$ cat config.mk
export PLATFORM = sky130hd
export DESIGN_NAME = pcpi_dispatch_flat
export DESIGN_NICKNAME = d
export VERILOG_FILES = /design/src/rtl/pcpi_dispatch_if.sv /design/src/rtl/pcpi_dispatch.sv /design/src/flat_wrapper.sv
export SDC_FILE = /design/constraint.sdc
export NUM_CORES = 1
export LEC_CHECK = 0
export ABC_CLOCK_PERIOD_IN_PS = 3250
export BUFFER_PORTS_ARGS = -buffer_cell sky130_fd_sc_hd__buf_2
export CORE_MARGIN = 10
export CORE_UTILIZATION = 35
export DETAILED_ROUTE_END_ITERATION = 12
export PLACE_DENSITY_LB_ADDON = 0.05
export REMOVE_ABC_BUFFERS = 1
export SYNTH_ARGS = -nofsm -noshare
export SYNTH_HDL_FRONTEND = slang
export SYNTH_SLANG_ARGS = --single-unit
$ cat constraint.sdc
create_clock -name clk -period 3.25 [get_ports clk]
set_input_delay 0.325 -clock clk [delete_from_list [all_inputs] [get_ports clk]]
set_output_delay 0.325 -clock clk [all_outputs]
set_load 0.02 [all_outputs]
$ cat src/rtl/pcpi_dispatch_if.sv
// PCPI bundles: the CPU-facing port and the broadcast port toward the coprocessors.
// master drives the request side, slave answers it.

interface pcpi_up_if;
    logic        up_valid;
    logic [31:0] up_insn;
    logic [31:0] up_rs1;
    logic [31:0] up_rs2;
    logic [31:0] up_rs3;
    logic        up_wr;
    logic [31:0] up_rd;
    logic        up_wait;
    logic        up_ready;

    modport master (
        output up_valid, up_insn, up_rs1, up_rs2, up_rs3,
        input  up_wr, up_rd, up_wait, up_ready
    );
    modport slave (
        input  up_valid, up_insn, up_rs1, up_rs2, up_rs3,
        output up_wr, up_rd, up_wait, up_ready
    );
endinterface

interface pcpi_dn_if #(
    parameter int NUM_COPROC = 2
);
    logic [NUM_COPROC-1:0]    dn_valid;
    logic [31:0]              dn_insn;
    logic [31:0]              dn_rs1;
    logic [31:0]              dn_rs2;
    logic [31:0]              dn_rs3;
    logic [NUM_COPROC-1:0]    dn_wr;
    logic [32*NUM_COPROC-1:0] dn_rd;
    logic [NUM_COPROC-1:0]    dn_wait;
    logic [NUM_COPROC-1:0]    dn_ready;

    modport master (
        output dn_valid, dn_insn, dn_rs1, dn_rs2, dn_rs3,
        input  dn_wr, dn_rd, dn_wait, dn_ready
    );
    modport slave (
        input  dn_valid, dn_insn, dn_rs1, dn_rs2, dn_rs3,
        output dn_wr, dn_rd, dn_wait, dn_ready
    );
endinterface

$ cat src/rtl/pcpi_dispatch.sv
// Shares one PicoRV32 PCPI port among several coprocessors: broadcast, first claimer owns,
// result forwarded to the CPU, with probe and busy watchdogs.
//
// state | meaning
// IDLE  | no request in flight, waiting for up_valid
// PROBE | request broadcast to all slaves, waiting for a claim
// BUSY  | one owner holds the CPU with wait, only its signals are sampled
// DONE  | up_ready pulse with the latched result
// DRAIN | outputs quiet until the CPU drops up_valid

module pcpi_dispatch #(
    parameter int  NUM_COPROC   = 2,
    parameter int  PROBE_CYCLES = 8,
    parameter int  BUSY_TIMEOUT = 1024,
    localparam int OWNER_W      = (NUM_COPROC > 1) ? $clog2(NUM_COPROC) : 1
) (
    input  logic               clk,
    input  logic               resetn,
    pcpi_up_if.slave           up,
    pcpi_dn_if.master          dn,
    output logic [OWNER_W-1:0] owner,
    output logic               err_timeout,
    output logic               err_multi
);

    localparam int CNT_MAX = (PROBE_CYCLES > BUSY_TIMEOUT) ? PROBE_CYCLES : BUSY_TIMEOUT;
    localparam int CNT_W   = $clog2(CNT_MAX + 1);

    typedef enum logic [2:0] {
        S_IDLE,
        S_PROBE,
        S_BUSY,
        S_DONE,
        S_DRAIN
    } state_e;

    state_e                  state_q, state_d;
    logic [CNT_W-1:0]        cnt_q, cnt_d;
    logic [NUM_COPROC-1:0]   dn_valid_q, dn_valid_d;
    logic [31:0]             dn_insn_q, dn_insn_d;
    logic [31:0]             dn_rs1_q, dn_rs1_d;
    logic [31:0]             dn_rs2_q, dn_rs2_d;
    logic [31:0]             dn_rs3_q, dn_rs3_d;
    logic                    up_wr_q, up_wr_d;
    logic [31:0]             up_rd_q, up_rd_d;
    logic                    up_wait_q, up_wait_d;
    logic                    up_ready_q, up_ready_d;
    logic [OWNER_W-1:0]      owner_q, owner_d;
    logic                    err_timeout_q, err_timeout_d;
    logic                    err_multi_q, err_multi_d;

    logic [NUM_COPROC-1:0]   claim;
    logic [OWNER_W-1:0]      ready_idx;
    logic [OWNER_W-1:0]      claim_idx;
    logic [CNT_W-1:0]        cnt_inc;

    function automatic logic [OWNER_W-1:0] lowest_set(input logic [NUM_COPROC-1:0] v);
        logic [OWNER_W-1:0] idx;
        idx = '0;
        for (int i = NUM_COPROC - 1; i >= 0; i--) begin
            if (v[i]) idx = OWNER_W'(i);
        end
        return idx;
    endfunction

    always_ff @(posedge clk or negedge resetn) begin
        if (!resetn) begin
            state_q       <= S_IDLE;
            cnt_q         <= '0;
            dn_valid_q    <= '0;
            dn_insn_q     <= '0;
            dn_rs1_q      <= '0;
            dn_rs2_q      <= '0;
            dn_rs3_q      <= '0;
            up_wr_q       <= 1'b0;
            up_rd_q       <= '0;
            up_wait_q     <= 1'b0;
            up_ready_q    <= 1'b0;
            owner_q       <= '0;
            err_timeout_q <= 1'b0;
            err_multi_q   <= 1'b0;
        end else begin
            state_q       <= state_d;
            cnt_q         <= cnt_d;
            dn_valid_q    <= dn_valid_d;
            dn_insn_q     <= dn_insn_d;
            dn_rs1_q      <= dn_rs1_d;
            dn_rs2_q      <= dn_rs2_d;
            dn_rs3_q      <= dn_rs3_d;
            up_wr_q       <= up_wr_d;
            up_rd_q       <= up_rd_d;
            up_wait_q     <= up_wait_d;
            up_ready_q    <= up_ready_d;
            owner_q       <= owner_d;
            err_timeout_q <= err_timeout_d;
            err_multi_q   <= err_multi_d;
        end
    end

    always_comb begin
        claim     = dn.dn_wait | dn.dn_ready;
        ready_idx = lowest_set(dn.dn_ready);
        claim_idx = lowest_set(claim);
        cnt_inc   = (cnt_q == CNT_W'(CNT_MAX)) ? cnt_q : cnt_q + 1'b1;

        state_d       = state_q;
        cnt_d         = cnt_q;
        dn_valid_d    = dn_valid_q;
        dn_insn_d     = dn_insn_q;
        dn_rs1_d      = dn_rs1_q;
        dn_rs2_d      = dn_rs2_q;
        dn_rs3_d      = dn_rs3_q;
        up_wr_d       = up_wr_q;
        up_rd_d       = up_rd_q;
        up_wait_d     = up_wait_q;
        up_ready_d    = 1'b0;
        owner_d       = owner_q;
        err_timeout_d = err_timeout_q;
        err_multi_d   = err_multi_q;

        unique case (state_q)
            S_IDLE: begin
                if (up.up_valid) begin
                    dn_insn_d  = up.up_insn;
                    dn_rs1_d   = up.up_rs1;
                    dn_rs2_d   = up.up_rs2;
                    dn_rs3_d   = up.up_rs3;
                    dn_valid_d = '1;
                    cnt_d      = '0;
                    state_d    = S_PROBE;
                end
            end
            S_PROBE: begin
                cnt_d = cnt_inc;
                if (!up.up_valid) begin
                    dn_valid_d = '0;
                    up_wait_d  = 1'b0;
                    state_d    = S_IDLE;
                end else if (|claim) begin
                    if ((claim & (claim - 1'b1)) != '0) err_multi_d = 1'b1;
                    // a finished answer beats a request to stall, even from a higher index
                    if (|dn.dn_ready) begin
                        owner_d    = ready_idx;
                        up_wr_d    = dn.dn_wr[ready_idx];
                        up_rd_d    = dn.dn_rd[32*ready_idx +: 32];
                        up_ready_d = 1'b1;
                        dn_valid_d = '0;
                        state_d    = S_DONE;
                    end else begin
                        owner_d               = claim_idx;
                        dn_valid_d            = '0;
                        dn_valid_d[claim_idx] = 1'b1;
                        up_wait_d             = 1'b1;
                        cnt_d                 = '0;
                        state_d               = S_BUSY;
                    end
                end else if (cnt_inc == CNT_W'(PROBE_CYCLES)) begin
                    dn_valid_d = '0;
                    state_d    = S_DRAIN;
                end
            end
            S_BUSY: begin
                cnt_d = cnt_inc;
                if (!up.up_valid) begin
                    dn_valid_d = '0;
                    up_wait_d  = 1'b0;
                    state_d    = S_IDLE;
                end else if (dn.dn_ready[owner_q]) begin
                    up_wr_d    = dn.dn_wr[owner_q];
                    up_rd_d    = dn.dn_rd[32*owner_q +: 32];
                    up_ready_d = 1'b1;
                    dn_valid_d = '0;
                    up_wait_d  = 1'b0;
                    state_d    = S_DONE;
                end else if (cnt_inc == CNT_W'(BUSY_TIMEOUT)) begin
                    err_timeout_d = 1'b1;
                    dn_valid_d    = '0;
                    up_wait_d     = 1'b0;
                    state_d       = S_DRAIN;
                end
            end
            S_DONE: begin
                up_wait_d = 1'b0;
                up_wr_d   = 1'b0;
                state_d   = S_DRAIN;
            end
            S_DRAIN: begin
                dn_valid_d = '0;
                if (!up.up_valid) state_d = S_IDLE;
            end
            default: state_d = S_IDLE;
        endcase
    end

    assign up.up_wr     = up_wr_q;
    assign up.up_rd     = up_rd_q;
    assign up.up_wait   = up_wait_q;
    assign up.up_ready  = up_ready_q;
    assign dn.dn_valid  = dn_valid_q;
    assign dn.dn_insn   = dn_insn_q;
    assign dn.dn_rs1    = dn_rs1_q;
    assign dn.dn_rs2    = dn_rs2_q;
    assign dn.dn_rs3    = dn_rs3_q;
    assign owner        = owner_q;
    assign err_timeout  = err_timeout_q;
    assign err_multi    = err_multi_q;

endmodule

$ cat src/flat_wrapper.sv
// flat-port wrapper written by rule: the top's interface ports become plain ports
module pcpi_dispatch_flat 
#(
    parameter int  NUM_COPROC   = 2,
    parameter int  PROBE_CYCLES = 8,
    parameter int  BUSY_TIMEOUT = 1024,
    localparam int OWNER_W      = (NUM_COPROC > 1) ? $clog2(NUM_COPROC) : 1
)
  (clk, resetn, owner, err_timeout, err_multi, up_up_valid, up_up_insn, up_up_rs1, up_up_rs2, up_up_rs3, up_up_wr, up_up_rd, up_up_wait, up_up_ready, dn_dn_valid, dn_dn_insn, dn_dn_rs1, dn_dn_rs2, dn_dn_rs3, dn_dn_wr, dn_dn_rd, dn_dn_wait, dn_dn_ready);
  pcpi_up_if up_i ();
  pcpi_dn_if #(.NUM_COPROC(NUM_COPROC)) dn_i ();
  input  logic clk;
  input  logic resetn;
  output logic [OWNER_W-1:0] owner;
  output logic err_timeout;
  output logic err_multi;
  input wire logic [$bits(up_i.up_valid)-1:0] up_up_valid;
  input wire logic [$bits(up_i.up_insn)-1:0] up_up_insn;
  input wire logic [$bits(up_i.up_rs1)-1:0] up_up_rs1;
  input wire logic [$bits(up_i.up_rs2)-1:0] up_up_rs2;
  input wire logic [$bits(up_i.up_rs3)-1:0] up_up_rs3;
  output wire logic [$bits(up_i.up_wr)-1:0] up_up_wr;
  output wire logic [$bits(up_i.up_rd)-1:0] up_up_rd;
  output wire logic [$bits(up_i.up_wait)-1:0] up_up_wait;
  output wire logic [$bits(up_i.up_ready)-1:0] up_up_ready;
  output wire logic [$bits(dn_i.dn_valid)-1:0] dn_dn_valid;
  output wire logic [$bits(dn_i.dn_insn)-1:0] dn_dn_insn;
  output wire logic [$bits(dn_i.dn_rs1)-1:0] dn_dn_rs1;
  output wire logic [$bits(dn_i.dn_rs2)-1:0] dn_dn_rs2;
  output wire logic [$bits(dn_i.dn_rs3)-1:0] dn_dn_rs3;
  input wire logic [$bits(dn_i.dn_wr)-1:0] dn_dn_wr;
  input wire logic [$bits(dn_i.dn_rd)-1:0] dn_dn_rd;
  input wire logic [$bits(dn_i.dn_wait)-1:0] dn_dn_wait;
  input wire logic [$bits(dn_i.dn_ready)-1:0] dn_dn_ready;
  assign up_i.up_valid = up_up_valid;
  assign up_i.up_insn = up_up_insn;
  assign up_i.up_rs1 = up_up_rs1;
  assign up_i.up_rs2 = up_up_rs2;
  assign up_i.up_rs3 = up_up_rs3;
  assign up_up_wr = up_i.up_wr;
  assign up_up_rd = up_i.up_rd;
  assign up_up_wait = up_i.up_wait;
  assign up_up_ready = up_i.up_ready;
  assign dn_dn_valid = dn_i.dn_valid;
  assign dn_dn_insn = dn_i.dn_insn;
  assign dn_dn_rs1 = dn_i.dn_rs1;
  assign dn_dn_rs2 = dn_i.dn_rs2;
  assign dn_dn_rs3 = dn_i.dn_rs3;
  assign dn_i.dn_wr = dn_dn_wr;
  assign dn_i.dn_rd = dn_dn_rd;
  assign dn_i.dn_wait = dn_dn_wait;
  assign dn_i.dn_ready = dn_dn_ready;
  pcpi_dispatch #(.NUM_COPROC(NUM_COPROC), .PROBE_CYCLES(PROBE_CYCLES), .BUSY_TIMEOUT(BUSY_TIMEOUT)) u_core (.clk(clk), .resetn(resetn), .up(up_i), .dn(dn_i), .owner(owner), .err_timeout(err_timeout), .err_multi(err_multi));
endmodule
=== Word level (Yosys, flattened, before mapping) ===
Cells that the tools add are included.

* Bits of input ports: 201
* Flip-flop bits (word level): 182

* Multiplexer cells: 63
* Reductions and logical operators: 19
* Equality and inequality tests: 18
* $add $sub $neg: 2
* Magnitude comparators: 4
* Bitwise operators: 3
* Shifts and indexed selects: 2

{| class="wikitable"
|+ Operators with widths
! kind !! count
|-
| $mux W32 || 5
|-
| $shiftx A64 B7 Y32 || 2
|-
| $pmux W32 S2 || 1
|-
| $mux W11 || 5
|-
| $pmux W11 S3 || 1
|-
| $mux W1 || 29
|-
| $mux W3 || 8
|-
| $eq A11 B11 Y1 const B || 2
|-
| $reduce_and A4 Y1 || 5
|-
| $mux W2 || 8
|-
| $pmux W3 S5 || 1
|-
| $reduce_and A6 Y1 || 2
|-
| $add A11 B1 Y11 const B || 1
|-
| $eq A11 B4 Y1 const B || 1
|-
| $ne A2 B2 Y1 const B || 4
|-
| $ne A4 B2 Y1 const B || 2
|-
| $pmux W2 S4 || 1
|-
| $eq A3 B2 Y1 const B || 2
|-
| $lt A1 B2 Y1 const B || 3
|-
| $ne A2 B1 Y1 const B || 3
|-
| $pmux W1 S3 || 2
|-
| $reduce_bool A3 Y1 || 2
|-
| $reduce_and A2 Y1 || 2
|-
| $reduce_bool A2 Y1 || 2
|-
| other kinds (16) || 17
|}

=== Logic depth before layout (Yosys ltp) ===
* Depth after elaboration: 11
* Gate-level depth with buffers: 9
* Gate-level depth less buffers: 8

=== Worst setup path before layout ===
No wires, ideal clock.

* Kind: register to register
* From: reg u_core.cnt_q[0]
* To: reg u_core.dn_valid_q[0] (netlist: u_core.dn.dn_valid[0])
* Setup slack: 0.850 ns
* Data arrival time: 2.271 ns
* Period minus slack after synthesis: 2.400 ns
* Cell stages (with the launch flop): 9
* Required time: 3.122 ns
* Cells stage by stage: dfrtp_1 > ha_1 > buf_4 > nand3_2 > o31a_1 > or4_4 > a2111oi_4 > o21a_1 > a22oi_1

* Word-level cells in the longest chain between the ends: 5
* Elaborated cells between the ends (all ways): 8
* Those cells by class: add/sub (1); eq/ne (5); mux (1); reduce/logical (1)

{| class="wikitable"
|+ RTL lines
! what !! line !! source
|-
| start: declaration || pcpi_dispatch.sv:38 || <nowiki>logic [CNT_W-1:0] cnt_q, cnt_d;</nowiki>
|-
| start signal: assignment || pcpi_dispatch.sv:84 || <nowiki>cnt_q <= cnt_d;</nowiki>
|-
| $add A11 B1 Y11 / $eq A11 B11 Y1 (equally long branches) || pcpi_dispatch.sv:104 || <nowiki>cnt_inc = (cnt_q == CNT_W'(CNT_MAX)) ? cnt_q : cnt_q + 1'b1;</nowiki>
|-
| $mux W11 * || pcpi_dispatch.sv:104 ||
|-
| $eq A11 B4 Y1 / $eq A11 B11 Y1 (equally long branches) || pcpi_dispatch.sv:157, pcpi_dispatch.sv:175 ||
|-
| $ne A4 B2 Y1 (no line) || -- ||
|-
| $reduce_and A4 Y1 (no line) * || -- ||
|-
| end signal: assignment || pcpi_dispatch.sv:85 || <nowiki>dn_valid_q <= dn_valid_d;</nowiki>
|-
| end: declaration || pcpi_dispatch.sv:39 || <nowiki>logic [NUM_COPROC-1:0] dn_valid_q, dn_valid_d;</nowiki>
|}

Mark *: on every way between the ends. The rest lies on a longest branch, timed or not.
A chain may end at the register's enable or synchronous reset.

=== Final worst setup path ===
* From: reg u_core.cnt_q[0]
* To: reg u_core.state_q[1]

* Word-level cells in the longest chain between the ends: 5
* Elaborated cells between the ends (all ways): 8
* Those cells by class: add/sub (1); eq/ne (5); mux (1); reduce/logical (1)

{| class="wikitable"
|+ RTL lines
! what !! line !! source
|-
| $add A11 B1 Y11 / $eq A11 B11 Y1 (equally long branches) || pcpi_dispatch.sv:104 ||
|-
| $mux W11 * || pcpi_dispatch.sv:104 ||
|-
| $eq A11 B4 Y1 / $eq A11 B11 Y1 (equally long branches) || pcpi_dispatch.sv:157, pcpi_dispatch.sv:175 ||
|-
| $ne A4 B2 Y1 (no line) || -- ||
|-
| $reduce_and A4 Y1 (no line) * || -- ||
|-
| end signal: assignment || pcpi_dispatch.sv:83 || <nowiki>state_q <= state_d;</nowiki>
|-
| end: declaration || pcpi_dispatch.sv:37 || <nowiki>state_e state_q, state_d;</nowiki>
|}

Marked as above.

==> summary.md <==
| Metric | Value |
|---|---|
| Actual slew at the worst max-slew pin | `0.942 ns` |
| Pwr Total | `10.6 mW` |
| Core Box Area | `21800 um2` |
| All-Layer GR Usage | `0.162` |
| Clock Path Buffers | `2` |
| Clock transition at the registers of the reported paths | `0.08 ns` |
| Chip Width | `169 um` |
| Worst vdd rail ir drop | `0.360 mV` |
| Vias per inst | `4.75` |
| Initial antenna violation count | `0` |
| Final core utilization | `0.485` |
| Setup TNS | `0 ns` |
| Max cap viols | `0` |
| Relative slew slack | `0.372` |
| Post-CTS sizing | `0` |
| Iteration-0 DRC Markers | `325` |
| Post-DP Area | `10000 um2` |
| CP peak stage delay | `0.65 ns` |
| Type of destination of the critical path | `flop` |
| Post-synthesis adder-cell area fraction | `0.00321` |
| Share of cells above drive strength 1 | `0.557` |
| Area share of and/or/nand/nor cells after synthesis | `0.0677` |
| Post-detail-place hpwl | `19.3 mm` |
| Compound-gate portion of the synthesized area | `0.0816` |
| Synth Warn # | `0` |
| RSZ-0062 raised after global routing | `false` |
| Root Driver | `clkbuf_16` |
| Final worst path period need | `2.79 ns` |
| CTS buffer count | `17` |
| Clock latency on the worst-skew pair | `0.42 ns` |
| Fin cells | `1264` |
| Synth Register Bits | `182` |
| Fillcell total | `2054` |
| Setup Crit Path Kind | `flop to flop` |
| Dominant synthesized flop cell | `dfrtp_1` |
| Vias | `6007` |
| Sequential cell area fraction in the yosys report | `0.585` |
| Slowest CP cell | `nor4_1` |
| Static leakage | `5.13 nW` |
| Routed wire length per instance | `19.3 um` |
| Standard-cell row count | `54` |
| DRT Pass-1 Iters | `5` |
| WP data arrival | `3.11 ns` |
| Pre-CTS setup slack | `0.507 ns` |
| Post-route antenna net violation count | `0` |
| Final Setup Violations | `0` |
| Initial core utilization | `0.357` |
| Area share of the leading cell type in the synthesized netlist | `0.585` |
| Postcts setup bufs | `0` |
| Hold Crit Class | `input pin to flop` |
| Ys async rst share | `1.00` |
| Highest clock rate | `359 MHz` |
| Area occupied by multi-input gates | `3050 um2` |
| Final #Nets | `1174` |
| Startpoint types | `flop` |
| CP cell instances | `ha_1, nand3_2, nor4_1, o21ai_0, nor4_2, a21oi_1, o21a_1` |
| N_diodes | `0` |
| Req. time, crit path | `3.57 ns` |
| Synth cell count leaders | `dfrtp_1, mux2_2, nor2_1` |
| Pwr Density | `998 nW/um2` |
| Syn Area/Cell | `12.7 um2` |
| H-Tree Depth | `4` |
| CTS tree | `done` |
| Number of global-route vias before repair | `6111` |
| Max-slew violation count | `0` |
| Synth area leaders | `dfrtp_1, mux2_2, mux2i_1` |
| Fin crit share | `0.857` |
| Post-Synthesis Cells | `611` |
| Clk sink count | `182` |
| First-pass GRT wire length | `36.4 mm` |
| Setup ws final | `0.463 ns` |
| Placed cells | `1231` |
| Die height | `169 um` |
| FF+latch area | `4550 um2` |
| Global route overflow | `0` |
| Status | `finished clean` |
| Layout overhead on the synthesized area | `35.8%` |
| Total wire length | `24.5 mm` |
| Most common cell in the netlist | `dfrtp_1` |
| Skew final | `0.0127 ns` |
| Number of synthesized flops with an enable pin | `0` |
| Gpl congestion | `0.789` |
| Largest net degree at the start of global routing | `83` |
| Yosys top cell by area | `dfrtp_1` |
| Hold_ws | `0.123 ns` |
| Remaining DRCs | `0` |
| Xor/xnor share of the synthesized area | `0.00450` |
| Hold Fails Final Rpt | `0` |
| Total die area | `28600 um2` |
| Final Instance Area | `10600 um2` |
| Mux cell area share after synthesis | `0.231` |
| Max FO, Critical Path | `8` |
| Distinct cells, synth | `56` |
| IO Count | `369` |
| Netlist Area Pre-Place | `7790 um2` |
| Main combinational cell family by area after synthesis | `multiplexers` |
| Port bufs | `368` |
==> timing repair <==
item	in CTS	in global routing
hold buffers	1	0
endpoints found under the hold margin	14	0
setup endpoints to repair	0	0
==> layout by cell type (no fill, tap or decap), types with 4 or more instances in the layout <==
master       n
nand3_1     10
buf_2      367
a21oi_1     42
nand2_1      9
nor3_1       6
buf_12       6
buf_4        5
o21a_1       4
nor2_1      53
inv_6        5
dfrtp_1    182
nand4_1      4
inv_1       11
clkbuf_16   17
mux2i_1     36
o21ai_0     21
mux2_2     128
==> state kept, by name, indices dropped and copies added (netlist names) <==
register / count
u_core.err_timeout: 1
u_core.err_multi: 1
u_core.dn.dn_rs2: 32
u_core.dn.dn_valid: 2
u_core.dn.dn_rs3: 32
u_core.owner: 1
u_core.up.up_wr: 1
u_core.state_q: 3
u_core.cnt_q: 11
u_core.dn.dn_rs1: 32
u_core.dn.dn_insn: 32
u_core.up.up_wait: 1
u_core.up.up_ready: 1
u_core.up.up_rd: 32
==> cell type report <==
| type | instances | area share |
|---|---|---|
| well taps | 280 | 0.0331 |
| clock buffers | 18 | 0.0406 |
| clock inverters | 14 | 0.0125 |
| multi-input cells | 379 | 0.289 |
| inverters | 11 | 0.00390 |
| repair buffers | 380 | 0.191 |
| flip-flops and latches | 182 | 0.431 |
==> per-layer routing <==
layer / up-vias / track usage / share of wire
met5: - / 0 / 0
met4: 0 / 0.0293 / 0.0069
met3: 19 / 0.0588 / 0.088
met2: 244 / 0.281 / 0.51
met1: 2827 / 0.189 / 0.40
li1: 2917 / - / -
==> cell families after synthesis <==
group,count (synthesis)
adder cells (fa/ha/maj),2
multiplexers,164
AO/OA/AOI/OAI,102
buffers and inverters,50
AND/OR/NAND/NOR,107
flip-flops,182
XOR/XNOR,4
==> where the power goes <==
| group | internal, mW | switching (mW) | leakage (nW) |
|---|---|---|---|
| logic | 1.86 | 2.86 | 2.72 |
| clock network | 1.02 | 0.970 | 0.275 |
| registers | 3.32 | 0.524 | 2.13 |
==> critical path: cells and delay by family, from the launching register on <==
kind            cells  cell delay (ns)
flops               1             0.46
simple gates        3             1.33
compound gates      3             0.54
fa+ha+maj           1             0.36
==> path summary, 6_finish.rpt <==
check	from	end	slack [ns]	cells after the start
max	u_core.cnt_q[0]	u_core.state_q[1]	0.46	7
min reg2reg	u_core.err_multi	u_core.err_multi	0.47	1
min	up_up_insn[25]	u_core.dn.dn_insn[25]	0.12	2
max in group asynchronous	resetn	u_core.up.up_rd[0]	1.89	3
min in group asynchronous	resetn	u_core.dn.dn_insn[6]	0.55	2
max reg2reg	u_core.cnt_q[0]	u_core.state_q[1]	0.46	7
Note: power is estimated with default switching activity, not from simulation.
